===== config.mk =====
export PLATFORM = sky130hd
export DESIGN_NAME = run_controller
export DESIGN_NICKNAME = d
export VERILOG_FILES = /design/src/rtl/tb_pkg.sv /design/src/rtl/cycle_counter.sv /design/src/rtl/run_controller.sv
export SDC_FILE = /design/constraint.sdc
export NUM_CORES = 1
export LEC_CHECK = 0
export ABC_AREA = 1
export ABC_CLOCK_PERIOD_IN_PS = 6600
export CAP_MARGIN = 20
export CORE_MARGIN = 4
export CORE_UTILIZATION = 53
export CTS_CLUSTER_DIAMETER = 200
export DETAILED_ROUTE_END_ITERATION = 16
export PLACE_DENSITY = 0.86
export SLEW_MARGIN = 20
export SYNTH_ARGS = -nofsm -noshare
export SYNTH_HDL_FRONTEND = slang
export SYNTH_SLANG_ARGS = --single-unit

===== constraint.sdc =====
create_clock -name clk -period 6.6 [get_ports clk]
set_input_delay 1.32 -clock clk [delete_from_list [all_inputs] [get_ports clk]]
set_output_delay 1.32 -clock clk [all_outputs]
set_load 0.05 [all_outputs]

===== src/rtl/tb_pkg.sv =====
// Shared types and defaults for run_controller: FSM state encoding and CLEAR-length default.
package tb_pkg;

    typedef enum logic [2:0] {
        ST_IDLE  = 3'd0,
        ST_CLEAR = 3'd1,
        ST_RUN   = 3'd2,
        ST_DRAIN = 3'd3,
        ST_DONE  = 3'd4
    } state_e;

    localparam int unsigned RESET_CYCLES_DEF = 4;

    function automatic logic is_busy(input state_e s);
        return (s == ST_CLEAR) || (s == ST_RUN) || (s == ST_DRAIN);
    endfunction

endpackage


===== src/rtl/cycle_counter.sv =====
// Loadable down-counter with zero flag; times the CLEAR and DRAIN phases of run_controller.
module cycle_counter #(
    parameter int unsigned W = 8
) (
    input  logic         clk,
    input  logic         reset,
    input  logic         i_load,
    input  logic [W-1:0] i_load_val,
    input  logic         i_dec,
    output logic         o_zero_c
);

    logic [W-1:0] r_count;

    // Load wins over decrement; decrement stops at zero.
    always_ff @(posedge clk or posedge reset) begin
        if (reset) begin
            r_count <= '0;
        end else if (i_load) begin
            r_count <= i_load_val;
        end else if (i_dec && (r_count != '0)) begin
            r_count <= r_count - W'(1);
        end
    end

    assign o_zero_c = (r_count == '0);

endmodule


===== src/rtl/run_controller.sv =====
// Run sequencer for the HPC test datapath: IDLE -> CLEAR -> RUN -> DRAIN -> DONE.
// Optional early stop on scoreboard event limit: define RUN_CONTROLLER_STOP_ON_EVENT_EN.
module run_controller
    import tb_pkg::*;
#(
    parameter int unsigned WIDTH        = 32,
    parameter int unsigned DRAIN_W      = 8,
    parameter int unsigned RESET_CYCLES = RESET_CYCLES_DEF
) (
    input  logic               clk,
    input  logic               reset,
    input  logic               i_start,
    input  logic               i_abort,
    input  logic [WIDTH-1:0]   i_num_samples,
    input  logic [DRAIN_W-1:0] i_drain_cycles,
    input  logic [WIDTH-1:0]   i_event_ctr,
    input  logic [WIDTH-1:0]   i_event_limit,
    output logic               o_hpc_reset,
    output logic               o_hpc_enable,
    output logic               o_busy,
    output logic               o_done,
    output logic               o_aborted,
    output logic               o_early_stop,
    output logic [WIDTH-1:0]   o_sample_ctr
);

    localparam int unsigned CNT_W = (DRAIN_W > 8) ? DRAIN_W : 8;

    state_e             r_state;
    state_e             w_next;

    logic [WIDTH-1:0]   r_num;
    logic [DRAIN_W-1:0] r_drain;
    logic [WIDTH-1:0]   r_limit;

    logic               r_hpc_reset;
    logic               r_hpc_enable;
    logic               r_busy;
    logic               r_done;
    logic               r_aborted;
    logic               r_early_stop;
    logic [WIDTH-1:0]   r_sample_ctr;

    logic               w_latch;
    logic               w_aborted;
    logic               w_early_stop;
    logic [WIDTH-1:0]   w_sample_ctr;
    logic               w_cnt_load;
    logic [CNT_W-1:0]   w_cnt_val;
    logic               w_cnt_dec;
    logic               w_cnt_zero;
    logic               w_stop_hit;

`ifdef RUN_CONTROLLER_STOP_ON_EVENT_EN
    assign w_stop_hit = (r_limit != '0) && (i_event_ctr >= r_limit);
`else
    logic w_unused_event;
    assign w_stop_hit     = 1'b0;
    assign w_unused_event = ^{i_event_ctr, r_limit};
`endif

    cycle_counter #(
        .W (CNT_W)
    ) u_phase_ctr (
        .clk        (clk),
        .reset      (reset),
        .i_load     (w_cnt_load),
        .i_load_val (w_cnt_val),
        .i_dec      (w_cnt_dec),
        .o_zero_c   (w_cnt_zero)
    );

    always_ff @(posedge clk or posedge reset) begin
        if (reset) begin
            r_state <= ST_IDLE;
        end else begin
            r_state <= w_next;
        end
    end

    // Next state plus next values of the registered outputs; abort has top priority.
    always_comb begin
        w_next       = r_state;
        w_latch      = 1'b0;
        w_aborted    = r_aborted;
        w_early_stop = r_early_stop;
        w_sample_ctr = r_sample_ctr;
        w_cnt_load   = 1'b0;
        w_cnt_val    = '0;
        w_cnt_dec    = 1'b0;

        case (r_state)
            ST_IDLE, ST_DONE: begin
                if (i_abort) begin
                    w_next = ST_IDLE;
                end else if (i_start) begin
                    w_next       = ST_CLEAR;
                    w_latch      = 1'b1;
                    w_aborted    = 1'b0;
                    w_early_stop = 1'b0;
                    w_sample_ctr = '0;
                    w_cnt_load   = 1'b1;
                    w_cnt_val    = CNT_W'(RESET_CYCLES - 1);
                end
            end
            ST_CLEAR: begin
                if (i_abort) begin
                    w_next    = ST_IDLE;
                    w_aborted = 1'b1;
                end else if (w_cnt_zero) begin
                    if (r_num == '0) begin
                        w_next     = ST_DRAIN;
                        w_cnt_load = 1'b1;
                        w_cnt_val  = CNT_W'(r_drain);
                    end else begin
                        w_next = ST_RUN;
                    end
                end else begin
                    w_cnt_dec = 1'b1;
                end
            end
            ST_RUN: begin
                if (i_abort) begin
                    w_next    = ST_IDLE;
                    w_aborted = 1'b1;
                end else if (w_stop_hit || (r_sample_ctr >= r_num)) begin
                    w_next       = ST_DRAIN;
                    w_early_stop = r_early_stop | w_stop_hit;
                    w_cnt_load   = 1'b1;
                    w_cnt_val    = CNT_W'(r_drain);
                end
            end
            ST_DRAIN: begin
                if (i_abort) begin
                    w_next    = ST_IDLE;
                    w_aborted = 1'b1;
                end else if (w_cnt_zero) begin
                    w_next = ST_DONE;
                end else begin
                    w_cnt_dec = 1'b1;
                end
            end
            default: begin
                w_next = ST_IDLE;
            end
        endcase

        // Counter reflects the RUN cycle being entered, so it equals enabled cycles issued.
        if ((w_next == ST_RUN) && (r_sample_ctr != '1)) begin
            w_sample_ctr = r_sample_ctr + WIDTH'(1);
        end
    end

    always_ff @(posedge clk or posedge reset) begin
        if (reset) begin
            r_num   <= '0;
            r_drain <= '0;
            r_limit <= '0;
        end else if (w_latch) begin
            r_num   <= i_num_samples;
            r_drain <= i_drain_cycles;
            r_limit <= i_event_limit;
        end
    end

    // Moore outputs decoded from the next state and registered.
    always_ff @(posedge clk or posedge reset) begin
        if (reset) begin
            r_hpc_reset  <= 1'b1;
            r_hpc_enable <= 1'b0;
            r_busy       <= 1'b0;
            r_done       <= 1'b0;
            r_aborted    <= 1'b0;
            r_early_stop <= 1'b0;
            r_sample_ctr <= '0;
        end else begin
            r_hpc_reset  <= (w_next == ST_IDLE) || (w_next == ST_CLEAR);
            r_hpc_enable <= (w_next == ST_RUN);
            r_busy       <= is_busy(w_next);
            r_done       <= (w_next == ST_DONE);
            r_aborted    <= w_aborted;
            r_early_stop <= w_early_stop;
            r_sample_ctr <= w_sample_ctr;
        end
    end

    assign o_hpc_reset  = r_hpc_reset;
    assign o_hpc_enable = r_hpc_enable;
    assign o_busy       = r_busy;
    assign o_done       = r_done;
    assign o_aborted    = r_aborted;
    assign o_early_stop = r_early_stop;
    assign o_sample_ctr = r_sample_ctr;

endmodule

After elaboration in Yosys (flattened, before gate mapping)
Index checks and enable logic that the tools add are counted. W data, S select, Z words.

Flip-flop bits (word level): 88. Logic and storage cells: 85. Output and inout port bits: 38. Input port bits: 108.

Reductions and logical operators: 19. $lt $le $gt $ge: 1. $add $sub $neg: 2. Mux-type cells: 40. Equal/unequal tests: 13.

Operators by type and width (count): $mux W32 (4); $mux W8 (7); $add A32 B1 Y32 const B (1); $ge A32 B32 Y1 (1); $logic_not A32 Y1 (1); $ne A32 B32 Y1 const B (1); $mux W3 (8); $pmux W8 S3 (1); $mux W1 (15); $eq A3 B2 Y1 const B (4); $pmux W3 S4 (1); $logic_not A8 Y1 (1); $reduce_bool A2 Y1 (4); $reduce_bool A8 Y1 (1); $sub A8 B1 Y8 const B (1); $eq A3 B1 Y1 const B (2); $eq A3 B3 Y1 const B (2); $logic_not A3 Y1 (2); $mux W2 (2); $ne A2 B1 Y1 const B (2); $ne A2 B2 Y1 const B (2); $reduce_and A4 Y1 (1); $reduce_or A2 Y1 (2); $logic_or A1 B1 Y1 (3); other kinds (5) (6).

Depth between registers and ports, before layout
Gate-level depths: netlist (run 1).

Depth in word-level cells: 9. Gate-level depth with buffers: 19. Gate-level depth less buffers: 19.

Hierarchy
Synthesis (run 1) repeated with hierarchy kept, for this count alone.

Cell total of the unflattened synthesis: 748. Area, all modules: 5853.1 um^2.

By module, submodules not included: run_controller (times used 1, area each 5220.0 um^2, sequential area each 2003.2 um^2, cells each 657); cycle_counter (times used 1, area each 633.1 um^2, sequential area each 200.2 um^2, cells each 91).

Worst setup path after synthesis (run 1)
Ideal clock, no wire load.

Path kind: input port to flip-flop. Start: input port i_abort. End: register r_sample_ctr[20], in the netlist o_sample_ctr[20]. Arrival: 2.535 ns. Path buffers: 1. Path slack: 3.998 ns. Required time: 6.533 ns. Stages: 9. Library setup time: 0.067 ns. Cell sequence: inv_1 > nand3_1 > nand2_1 > a21oi_4 > nand2_2 > nor2_2 > buf_2 > nand3_1 > nand2_1.

Word-level cells in the longest chain between the ends: 6. Elaborated cells on any way between the ends: 12. Classes of those cells: eq/ne: 2; mux: 6; reduce/logical: 4.

Ends and longest elaborated chain: from (decl) (RTL line run_controller.sv:13) `input logic i_abort,`; $mux W3 (on tied branches); $pmux W3 S4 (*) (RTL line run_controller.sv:92) `case (r_state)`; named net w_next[0] (RTL line run_controller.sv:30) `state_e w_next;`; $eq A3 B2 Y1 (*) (RTL line run_controller.sv:149) `if ((w_next == ST_RUN) && (r_sample_ctr != '1)) begin`; $logic_and A1 B1 Y1 (*) (RTL line run_controller.sv:149); $ne A2 B1 Y1 (no source line) / $reduce_bool A2 Y1 (equally long branches); $reduce_and A3 Y1 (no source line); to (signal assigned) (RTL line run_controller.sv:183) `r_sample_ctr <= w_sample_ctr;`; to (decl) (RTL line run_controller.sv:42) `logic [WIDTH-1:0] r_sample_ctr;`.

Mark *: on every way through the listed nets, which the timed path passes. The rest lies on a longest branch. A chain may end at the register's enable or synchronous reset.

Final worst setup path (run 1)
Start: input port i_abort. End: register u_phase_ctr.r_count[0].

Word-level cells in the longest chain between the ends: 4. Elaborated cells on any way between the ends: 13. Classes of those cells: mux: 11; reduce/logical: 2.

Ends and longest elaborated chain: $mux W1 (RTL line run_controller.sv:107) `if (i_abort) begin`; $mux W1; $logic_and A1 B1 Y1 (RTL line cycle_counter.sv:21) `end else if (i_dec && (r_count != '0)) begin`; $reduce_bool A2 Y1 (no source line); to (signal assigned) (RTL line cycle_counter.sv:20) `r_count <= i_load_val;`; to (signal assigned) (RTL line cycle_counter.sv:22) `r_count <= r_count - W'(1);`; to (decl) (RTL line cycle_counter.sv:13) `logic [W-1:0] r_count;`.

Several ways; a longest one is shown, not always the timed one.

==> out/qor.yml, run 1 <==
floorplan:
  floorplan.die.width_um: 110
  die_y_um: 110
  die_area_um2: 12000
  start_util_pct: 55.2
  num_rows: 36
  io_pins: 146
  coreArea_um2: 9910
pwr:
  finalPower_uw: 1370
  ir_drop_uv: 132
  p_per_area_nw_per_um2: 209
  power_frac_seq_pct: 47.7
  combPwrFrac_pct: 22.3
  switching_share_pct: 31.4
  p_int_uw: 940
  leakagePower_uw: 0.00327
  clkPwrFrac_pct: 30.0
  p_switching_uw: 430
status:
  outcome: "completed"
finish:
  syn2layout_area_growth_pct: 20.0
  fillers: 851
  seq_area_um2: 2200
  nNetsFinal: 934
  drive_gt1_share_pct: 4.14
  multi_input_area_um2: 2800
  antenna_cells: 0
sta:
  final_max_slew_viol_count: 0
  skew_ns: 0.0172
  slew_headroom_pct: 46.9
  fmax_mhz: 280
  rsz0062_at_grt: "false"
  setup_viol: 0
  hold_viol: 0
  worst_pin_slew_ns: 0.796
  fin_crit_ns: 3.57
  fin_crit_sh_pct: 54.0
  setup_tns_ns: 0
clock_network:
  clk_latency_ns: 0.38
  clk_path_buf_depth: 2
  hold_buffers: 0
  root_buffer: "clkbuf_8"
  cts_resized: 0
  cts_htree_levels: 3
  tritoncts: "built"
  cts.clk_slew.worst_paths_ns: 0.09
  postCtsSetupRepairBufs: 0
  cts_made_buffers: 9
  cts.sinks: 88
setup_path:
  cp.required_ns: 6.86
  worstRegToRegCells: 13
  crit_type: "primary input to register"
  critPathArrivalTime_ns: 3.83
  reg2reg_from: "o_sample_ctr[1]$_DFFE_PP0P_"
  critPathCaptureType: "register"
  critPathLaunchType: "primary input"
  r2r_slack_ns: 3.69
  critPathMaxFanout: 73
  timing.rr.end: "o_sample_ctr[20]$_DFFE_PP0P_"
synthesis:
  yosysWarnings: 0
  ys_types: 37
  synth_flop_cell: "dfrtp_1"
  synth_top_area_share_pct: 39.8
  synth_common_cells: "187 x nand2_1, 93 x inv_1, 87 x dfrtp_1, 82 x nand3_1, 51 x nor2_1"
  synth.most_common_cell: "nand2_1"
  synth_edf_count: 0
  synthArstFlopShare_pct: 100
  syn_area_um2: 5470
  synth.avg_cell_area_um2: 7.60
  ys_ff_latch: 88
  syn_inst: 720
  synth_top_area_cell: "dfrtp_1"
  ys_top_cells_by_area: "dfrtp_1 40%, nand2_1 13%, ha_1 7.8%"
  seq_area_frac_synth_pct: 40.3
  syn_nets: 862
drt:
  drc_errors: 0
  drtIter0Drc: 490
  viasPerCell: 5.58
  totalWireLength_mm: 14.6
  postRouteAntennaNets: 0
  wire_per_inst_um: 15.7
  vias: 5189
  first_pass_iters: 5
grt:
  grt_pass1_vias: 5068
  met1_usage_pct: 35.8
  grt_start_max_net_pins: 89
  antenna_found_initial: 0
  grt_overflow_total: 0
  grt_util_all_layers_pct: 25.9
  met3_usage_pct: 4.35
  busiest_layer: "met2"
  met2_usage_pct: 41.5
  grt_pass1_wl_mm: 24.5
placed_design:
  io_buffers: 80
  place_hpwl_mm: 10.4
  globalplace.congestion: 0.916
worst_hold_path:
  hold_class: "register to register"
  min_from: "r_drain[0]$_DFFE_PP0P_"
  hold_path_depth: 2
  hold_path_end: "r_drain[0]$_DFFE_PP0P_"
job:
  cap_violations: 0
-- cells in the final DEF (no fill, tap or decap), types with 2 or more instances in the layout --
master / netlist / routed
nand2_1: 187 / 187
inv_1: 93 / 92
dfrtp_1: 87 / 87
nand3_1: 82 / 82
clkdlybuf4s50_1: 0 / 80
nor2_1: 51 / 51
o21ai_0: 49 / 49
ha_1: 34 / 34
nand4_1: 20 / 20
xor2_1: 19 / 19
xnor2_1: 14 / 14
a21oi_1: 13 / 13
nor3_1: 11 / 11
nor4_1: 9 / 9
clkbuf_8: 0 / 9
nand2_2: 4 / 4
clkinv_2: 0 / 3
nor2_2: 3 / 3
a21o_1: 2 / 2
o21a_1: 2 / 2
nand3b_1: 2 / 2
nor2_4: 2 / 2
o41ai_1: 2 / 2
bufinv_16: 0 / 2
clkbuf_1: 12 / 2
buf_4: 1 / 2
-- worst max-delay path, stage by stage --
cell and delay, ns:
clkdlybuf4s50_1 0.61, inv_1 0.13, nand3_1 0.37, clkinv_2 0.76
o21ai_0 0.38, o21ai_0 0.13, nand2_1 0.07, nand2_1 0.05
-- worst max path at each step --
stage	start	cells after the start	endpoint	slack, ns
final	i_abort	8	u_phase_ctr.r_count[0]$_DFFE_PP0P_	3.03
after global placement	i_abort	10	o_sample_ctr[25]$_DFFE_PP0P_	2.94
after global routing	i_abort	8	u_phase_ctr.r_count[0]$_DFFE_PP0P_	2.73
after floorplan	reset	1	o_aborted$_DFFE_PP0P_	3.00
after detailed placement	i_abort	10	o_sample_ctr[30]$_DFFE_PP0P_	2.84
after CTS	i_abort	10	o_sample_ctr[31]$_DFFE_PP0P_	3.22
-- metal layers --
layer,up-vias,share of wire (%)
met2,222,47
li1,2488,-
met1,2450,44
met5,-,0
met3,29,7.3
met4,0,1.8
-- kinds of logic (layout without fill, tap and decap cells) --
logic type / Yosys count / count (layout) / synth area share [%]
and+or+nand+nor: 376 / 376 / 30.9
AOI/OAI and AO/OA: 71 / 71 / 7.18
DFF: 88 / 88 / 40.3
other: 1 / 1 / 0.0685
buffers and inverters: 117 / 194 / 8.57
adders and majority gates: 34 / 34 / 7.77
xor gates and xnor gates: 33 / 33 / 5.28
-- metrics by stage --
stage / util, % / std cells / setup slack, ns / hold WS (ns) / cell area, um2
6_report: 66.3 / 930 / 3.03 / 0.487 / 6570
5_1_grt: 66.3 / 930 / 2.73 / 0.528 / 6570
4_1_cts: 66.2 / 930 / 3.22 / 0.490 / 6560
3_5_place_dp: 64.1 / 914 / 2.84 / 0.468 / 6350
3_3_place_gp: 64.1 / 914 / 2.94 / 0.461 / 6350
2_1_floorplan: - / 720 / 3.00 / 0.444 / 5470
-- registers in the layout, summed over array words and instances (netlist names) --
signal               count
r_drain                  8
o_hpc_enable             1
r_state                  3
o_done                   1
o_busy                   1
o_hpc_reset              1
o_sample_ctr            32
o_aborted                1
u_phase_ctr.r_count      8
r_num                   32
-- power groups by stage --
stage / clock [uW] / sequential [uW] / combinational (uW)
2_1_floorplan: 0 / 663 / 203
5_1_grt: 438 / 664 / 353
6_report: 411 / 654 / 305
3_5_place_dp: 0 / 664 / 300
4_1_cts: 415 / 653 / 304
3_3_place_gp: 0 / 660 / 280
-- final cells by class --
class / count / area share, %
multi-input cells: 515 / 42.6
flip-flops and latches: 88 / 33.5
repair buffers: 83 / 12.6
inverters: 95 / 5.47
well taps: 133 / 2.53
clock buffers: 11 / 2.00
clock inverters: 5 / 1.24
No activity file was read; power rests on OpenSTA's default activity.
==> run 2: changes to the inputs <==
Settings changed: ABC_CLOCK_PERIOD_IN_PS 6600 to 2900, CORE_UTILIZATION 53 to 45, PLACE_DENSITY 0.86 to 0.78.
Clock period 6.6 ns to 2.9 ns, I/O delays scaled along.
==> out/qor.yml, run 2 (synthesis gave the netlist of run 1 again) <==
sta:
  slew_headroom_pct: 55.5  # +8.6 points
  layout_setup_ws_ns: 0.302  # -2.73 ns
  rsz0062_at_grt: "false"
  setup_tns_ns: 0  # unchanged
  fmax_mhz: 385
  skew_ns: 0.00861  # -0.00862 ns
  setup_viol: 0  # unchanged
  final_max_slew_viol_count: 0  # unchanged
  fin_crit_sh_pct: 89.6
  hold_viol: 0  # unchanged
  worst_pin_slew_ns: 0.666  # -0.130 ns
  fin_crit_ns: 2.60
clock_network:
  cts.clk_slew.worst_paths_ns: 0.06  # -0.03 ns
  root_buffer: "clkbuf_16"
  cts_made_buffers: 9  # unchanged
  cts_htree_levels: 3  # unchanged
  clk_path_buf_depth: 2  # unchanged
  cts_resized: 0  # unchanged
  postCtsSetupRepairBufs: 0  # unchanged
  clk_latency_ns: 0.35  # -0.03 ns
  tritoncts: "built"
  hold_buffers: 0  # unchanged
  cts.sinks: 88  # unchanged
pwr:
  clkPwrFrac_pct: 33.3  # +3.3 points
  p_int_uw: 2240  # +140%
  ir_drop_uv: 214  # +62%
  finalPower_uw: 3260  # +140%
  p_per_area_nw_per_um2: 482  # +130%
  switching_share_pct: 31.2  # -0.21 points
  power_frac_seq_pct: 45.6  # -2.1 points
  leakagePower_uw: 0.00337  # +2.8%
  p_switching_uw: 1020  # +140%
  combPwrFrac_pct: 21.1  # -1.2 points
floorplan:
  die_y_um: 118  # +7.9%
  die_area_um2: 14000  # +16%
  floorplan.die.width_um: 118  # +7.9%
  io_pins: 146  # unchanged
  num_rows: 40  # +11%
  start_util_pct: 45.8  # -9.5 points
  coreArea_um2: 12000  # +21%
job:
  cap_violations: 0  # unchanged
drt:
  drtIter0Drc: 345  # -30%
  vias: 4950  # -4.6%
  postRouteAntennaNets: 0  # unchanged
  drc_errors: 0  # unchanged
  first_pass_iters: 5  # unchanged
  viasPerCell: 5.18  # -7.2%
  totalWireLength_mm: 13.8  # -5.2%
  wire_per_inst_um: 14.5  # -7.7%
grt:
  grt_overflow_total: 0  # unchanged
  grt_pass1_vias: 4860  # -4.1%
  grt_pass1_wl_mm: 23.9  # -2.5%
  grt_util_all_layers_pct: 20.8  # -5.1 points
  grt_start_max_net_pins: 52  # -42%
  antenna_found_initial: 0  # unchanged
setup_path:
  cp.required_ns: 3.13  # -3.73 ns
  critPathMaxFanout: 32  # -56%
  r2r_slack_ns: 0.30  # -3.39 ns
  critPathArrivalTime_ns: 2.83  # -1.00 ns
  critPathCaptureType: "register"
  crit_type: "register to register"
  critPathLaunchType: "register"
finish:
  mostFrequentLayoutCells: "187 x nand2_1, 92 x inv_1, 87 x dfrtp_1"
  multi_input_area_um2: 2800  # unchanged
  antenna_cells: 0  # unchanged
  nNetsFinal: 946  # +1.3%
  syn2layout_area_growth_pct: 23.5
  drive_gt1_share_pct: 5.69  # +1.5 points
  fillers: 1095  # +29%
  final_util_pct: 56.5  # -9.8 points
  seq_area_um2: 2200  # unchanged
  layout_commonest_cell: "nand2_1"
placed_design:
  place_hpwl_mm: 10.2  # -1.7%
  dp_slack_ns: 0.299  # -2.54 ns
  globalplace.congestion: 0.929  # +1.4%
  io_buffers: 80  # unchanged
status:
  outcome: "completed"
worst_hold_path:
  hold_class: "register to register"
run 2: cell types whose count changed in the layout (fill, tap and decap cells not counted):
| cell | previous run | this run |
|---|---|---|
| buf_4 | 2 | 13 |
| clkbuf_16 | 0 | 9 |
| clkbuf_8 | 9 | 0 |
| buf_12 | 0 | 2 |
| bufinv_16 | 2 | 0 |
| clkinvlp_4 | 1 | 3 |
| buf_6 | 1 | 0 |
| clkbuf_1 | 2 | 1 |
| clkinv_2 | 3 | 2 |
| inv_2 | 0 | 1 |
| inv_6 | 0 | 1 |
run 2: path summary, 6_finish.rpt:
| check | startpoint | end | cells past startpoint |
|---|---|---|---|
| min in group asynchronous | reset | r_num[16]$_DFFE_PP0P_ | 2 |
| max | o_sample_ctr[13]$_DFFE_PP0P_ | o_sample_ctr[15]$_DFFE_PP0P_ | 13 |
| max reg2reg | o_sample_ctr[13]$_DFFE_PP0P_ | o_sample_ctr[15]$_DFFE_PP0P_ | 13 |
| min reg2reg | r_drain[7]$_DFFE_PP0P_ | r_drain[7]$_DFFE_PP0P_ | 2 |
| max in group asynchronous | reset | o_sample_ctr[9]$_DFFE_PP0P_ | 3 |
| min | r_drain[7]$_DFFE_PP0P_ | r_drain[7]$_DFFE_PP0P_ | 2 |
run 2: layout make-up:
cell class	instances	share of cell area [%]
Clock buffer	10	3.39
Clock inverter	6	0.667
Inverter	95	5.30
Multi-Input combinational cell	515	41.4
Sequential cell	88	32.6
Tap cell	147	2.72
Timing Repair Buffer	95	13.9
run 2: metal layers:
layer	GRT usage [%]	vias to the layer above	routed length [um]
met4	7.18	0	250
met1	29.3	2289	6610
met3	4.11	21	800
met5	0	-	0
li1	-	2509	-
met2	31.9	131	6190
run 2: power by group through the flow:
stage               logic, uW  clock network, uW  registers [uW]
floorplan                 463                  0            1510
global placement          660                  0            1500
detailed placement        685                  0            1510
CTS                       691               1110            1490
global route              803               1160            1510
finish                    686               1090            1490
run 2: metrics by stage:
step           hold slack, ns  cells  cell area, um2
2_1_floorplan           0.444    720            5470
3_5_place_dp            0.476    940            6480
4_1_cts                 0.493    956            6760
5_1_grt                 0.519    956            6760
3_3_place_gp            0.468    940            6480
6_report                0.486    956            6760
run 2: worst max-delay path, cell delays in order (launching register included):
cell	delay, ns
dfrtp_1	0.51
ha_1	0.37
nand2_1	0.08
a21oi_1	0.08
nor2_1	0.10
nand2_1	0.06
nor2_1	0.08
nand2_1	0.08
nand2_1	0.06
nand2_1	0.10
a21oi_4	0.26
nand4_4	0.43
nand3_1	0.19
nand2_1	0.07
==> run 3: changes to the inputs <==
Settings changed: CORE_UTILIZATION 45 to 36, PLACE_DENSITY 0.78 to default.
==> out/qor.yml, run 3 (synthesis gave the netlist of run 1 again) <==
drt:
  first_pass_iters: 5  # unchanged
  vias: 5000  # +1.0%
  viasPerCell: 5.02  # -3.0%
  postRouteAntennaNets: 0  # unchanged
  drc_errors: 0  # unchanged
  wire_per_inst_um: 14.8  # +2.1%
  totalWireLength_mm: 14.7  # +6.4%
  drtIter0Drc: 354  # +2.6%
setup_path:
  cpLargestDelayFamily: "simple AND/OR/NAND/NOR gates"
  worst-path-buf-inv: 1  # +1
  cp_slowest_cell: "dfrtp_1"
  cpMostUsedCell: "nand2_1"
  critPathArrivalTime_ns: 2.90  # +0.07 ns
  critPathLaunchType: "register"
  critical_path.max_stage_delay_ns: 0.50  # about the same
  crit_chain: "ha_1 > nand2_1 > inv_1 > nand2_1 > nand2_1 > nand2_1 > nand2_1 > nor2_1 > nand2_1 > nand2_1 > nand2_1 > a21oi_4 > nand4_4 > nand3_1 > nand2_1"
  reg2reg_from: "o_sample_ctr[10]$_DFFE_PP0P_"
  cp.required_ns: 3.13  # about the same
  cp-startpoint: "o_sample_ctr[10]$_DFFE_PP0P_"
  r2r_slack_ns: 0.24  # -0.06 ns
  crit_type: "register to register"
  critPathMaxFanout: 32  # unchanged
  critPathCaptureType: "register"
clock_network:
  clk_latency_ns: 0.35  # about the same
  cts.sinks: 88  # unchanged
  postCtsSetupRepairBufs: 0  # unchanged
  cts_made_buffers: 9  # unchanged
  cts_htree_levels: 3  # unchanged
  tritoncts: "built"
  cts.clk_slew.worst_paths_ns: 0.06  # about the same
  cts_resized: 0  # unchanged
  root_buffer: "clkbuf_16"
  clk_path_buf_depth: 2  # unchanged
  hold_buffers: 0  # unchanged
pwr:
  p_per_area_nw_per_um2: 473  # -1.9%
  finalPower_uw: 3220  # -1.1%
  ir_drop_uv: 294  # +37%
  leakagePower_uw: 0.00338  # +0.46%
finish:
  final_util_pct: 46.4  # -10 points
  antenna_cells: 0  # unchanged
  final_cells: 996  # +4.2%
  final_area_um2: 6820  # +0.87%
  fillers: 1429  # +31%
  drive_gt1_share_pct: 5.79  # +0.10 points
  mostFrequentLayoutCells: "187 x nand2_1, 92 x inv_1, 87 x dfrtp_1"
  syn2layout_area_growth_pct: 24.6
  layout_commonest_cell: "nand2_1"
  nNetsFinal: 950  # +0.42%
  seq_area_um2: 2200  # unchanged
  multi_input_area_um2: 2800  # unchanged
placed_design:
  io_buffers: 80  # unchanged
  globalplace.congestion: 0.907  # -2.3%
  dp_cells: 981  # +4.4%
  postPlaceCellArea_um2: 6560  # +1.2%
  place_hpwl_mm: 11.1  # +9.3%
floorplan:
  floorplan.die.width_um: 131  # +11%
  io_pins: 146  # unchanged
  coreArea_um2: 14700  # +23%
  die_area_um2: 17200  # +23%
  num_rows: 44  # +10%
  start_util_pct: 37.2  # -8.5 points
  die_y_um: 131  # +11%
sta:
  slew_headroom_pct: 60.1  # +4.6 points
  setup_tns_ns: 0  # unchanged
  hold_viol: 0  # unchanged
  fin_crit_ns: 2.66  # +0.0636 ns
  fin_crit_sh_pct: 91.8  # +2.2 points
  setup_viol: 0  # unchanged
  skew_ns: 0.00678  # -0.00184 ns
  rsz0062_at_grt: "false"
  final_max_slew_viol_count: 0  # unchanged
  fmax_mhz: 376  # -2.4%
  worst_pin_slew_ns: 0.590  # -0.0761 ns
worst_hold_path:
  min_from: "r_drain[3]$_DFFE_PP0P_"
  hold_class: "register to register"
grt:
  grt_util_all_layers_pct: 17.8  # -3.0 points
  grt_start_max_net_pins: 89  # +71%
  grt_pass1_vias: 5044  # +3.8%
  grt_overflow_total: 0  # unchanged
  antenna_found_initial: 0  # unchanged
  grt_pass1_wl_mm: 25.5  # +6.6%
job:
  cap_violations: 0  # unchanged
status:
  outcome: "completed"
==> run 3: cell count changes in the layout (fill, tap and decap cells not counted), sizes merged <==
cell      previous run  this run
clkbuf              10        12
inv                 94        93
buf                 15        19
clkinv               4         3
clkinvlp             3         2
==> run 3: tightest hold or removal path: cells and delay by family (launching register included) <==
kind	cells	cell delay [ns]
flip-flops	1	0.34
AND/OR/NAND/NOR	2	0.11
==> run 3: final cells by class <==
class / count / share of cell area [%]
multi-input cells: 515 / 41.1
flip-flops and latches: 88 / 32.3
repair buffers: 99 / 14.2
inverters: 95 / 5.25
clock buffers: 12 / 3.47
well taps: 184 / 3.38
clock inverters: 3 / 0.294
==> run 3: per-layer routing <==
layer,global-route usage (%),vias up,share of wire [%]
li1,-,2516,-
met1,24.5,2357,47
met2,28.7,113,47
met3,3.78,14,4.3
met4,4.78,0,1.4
met5,0,-,0
==> run 3: path summary, 6_finish.rpt <==
kind | endpoint | depth (start not counted)
max | o_sample_ctr[28]$_DFFE_PP0P_ | 15
min | r_drain[3]$_DFFE_PP0P_ | 2
max reg2reg | o_sample_ctr[28]$_DFFE_PP0P_ | 15
min reg2reg | r_drain[3]$_DFFE_PP0P_ | 2
max in group asynchronous | o_hpc_reset$_DFF_PP1_ | 3
min in group asynchronous | r_num[3]$_DFFE_PP0P_ | 3
==> run 3: where the power goes <==
| group | switching [uW] | internal (uW) | leakage, uW |
|---|---|---|---|
| combinational | 424 | 261 | 0.00212 |
| sequential | 88.8 | 1400 | 0.00114 |
| clock | 474 | 575 | 0.000119 |
| total | 987 | 2240 | 0.00338 |
==> run 3: stage by stage <==
stage	setup slack [ns]	hold WS (ns)
after global placement	0.318	0.473
after detailed placement	0.222	0.470
after floorplan	0.0431	0.444
final	0.238	0.484
after global routing	0.00799	0.517
after CTS	0.216	0.487
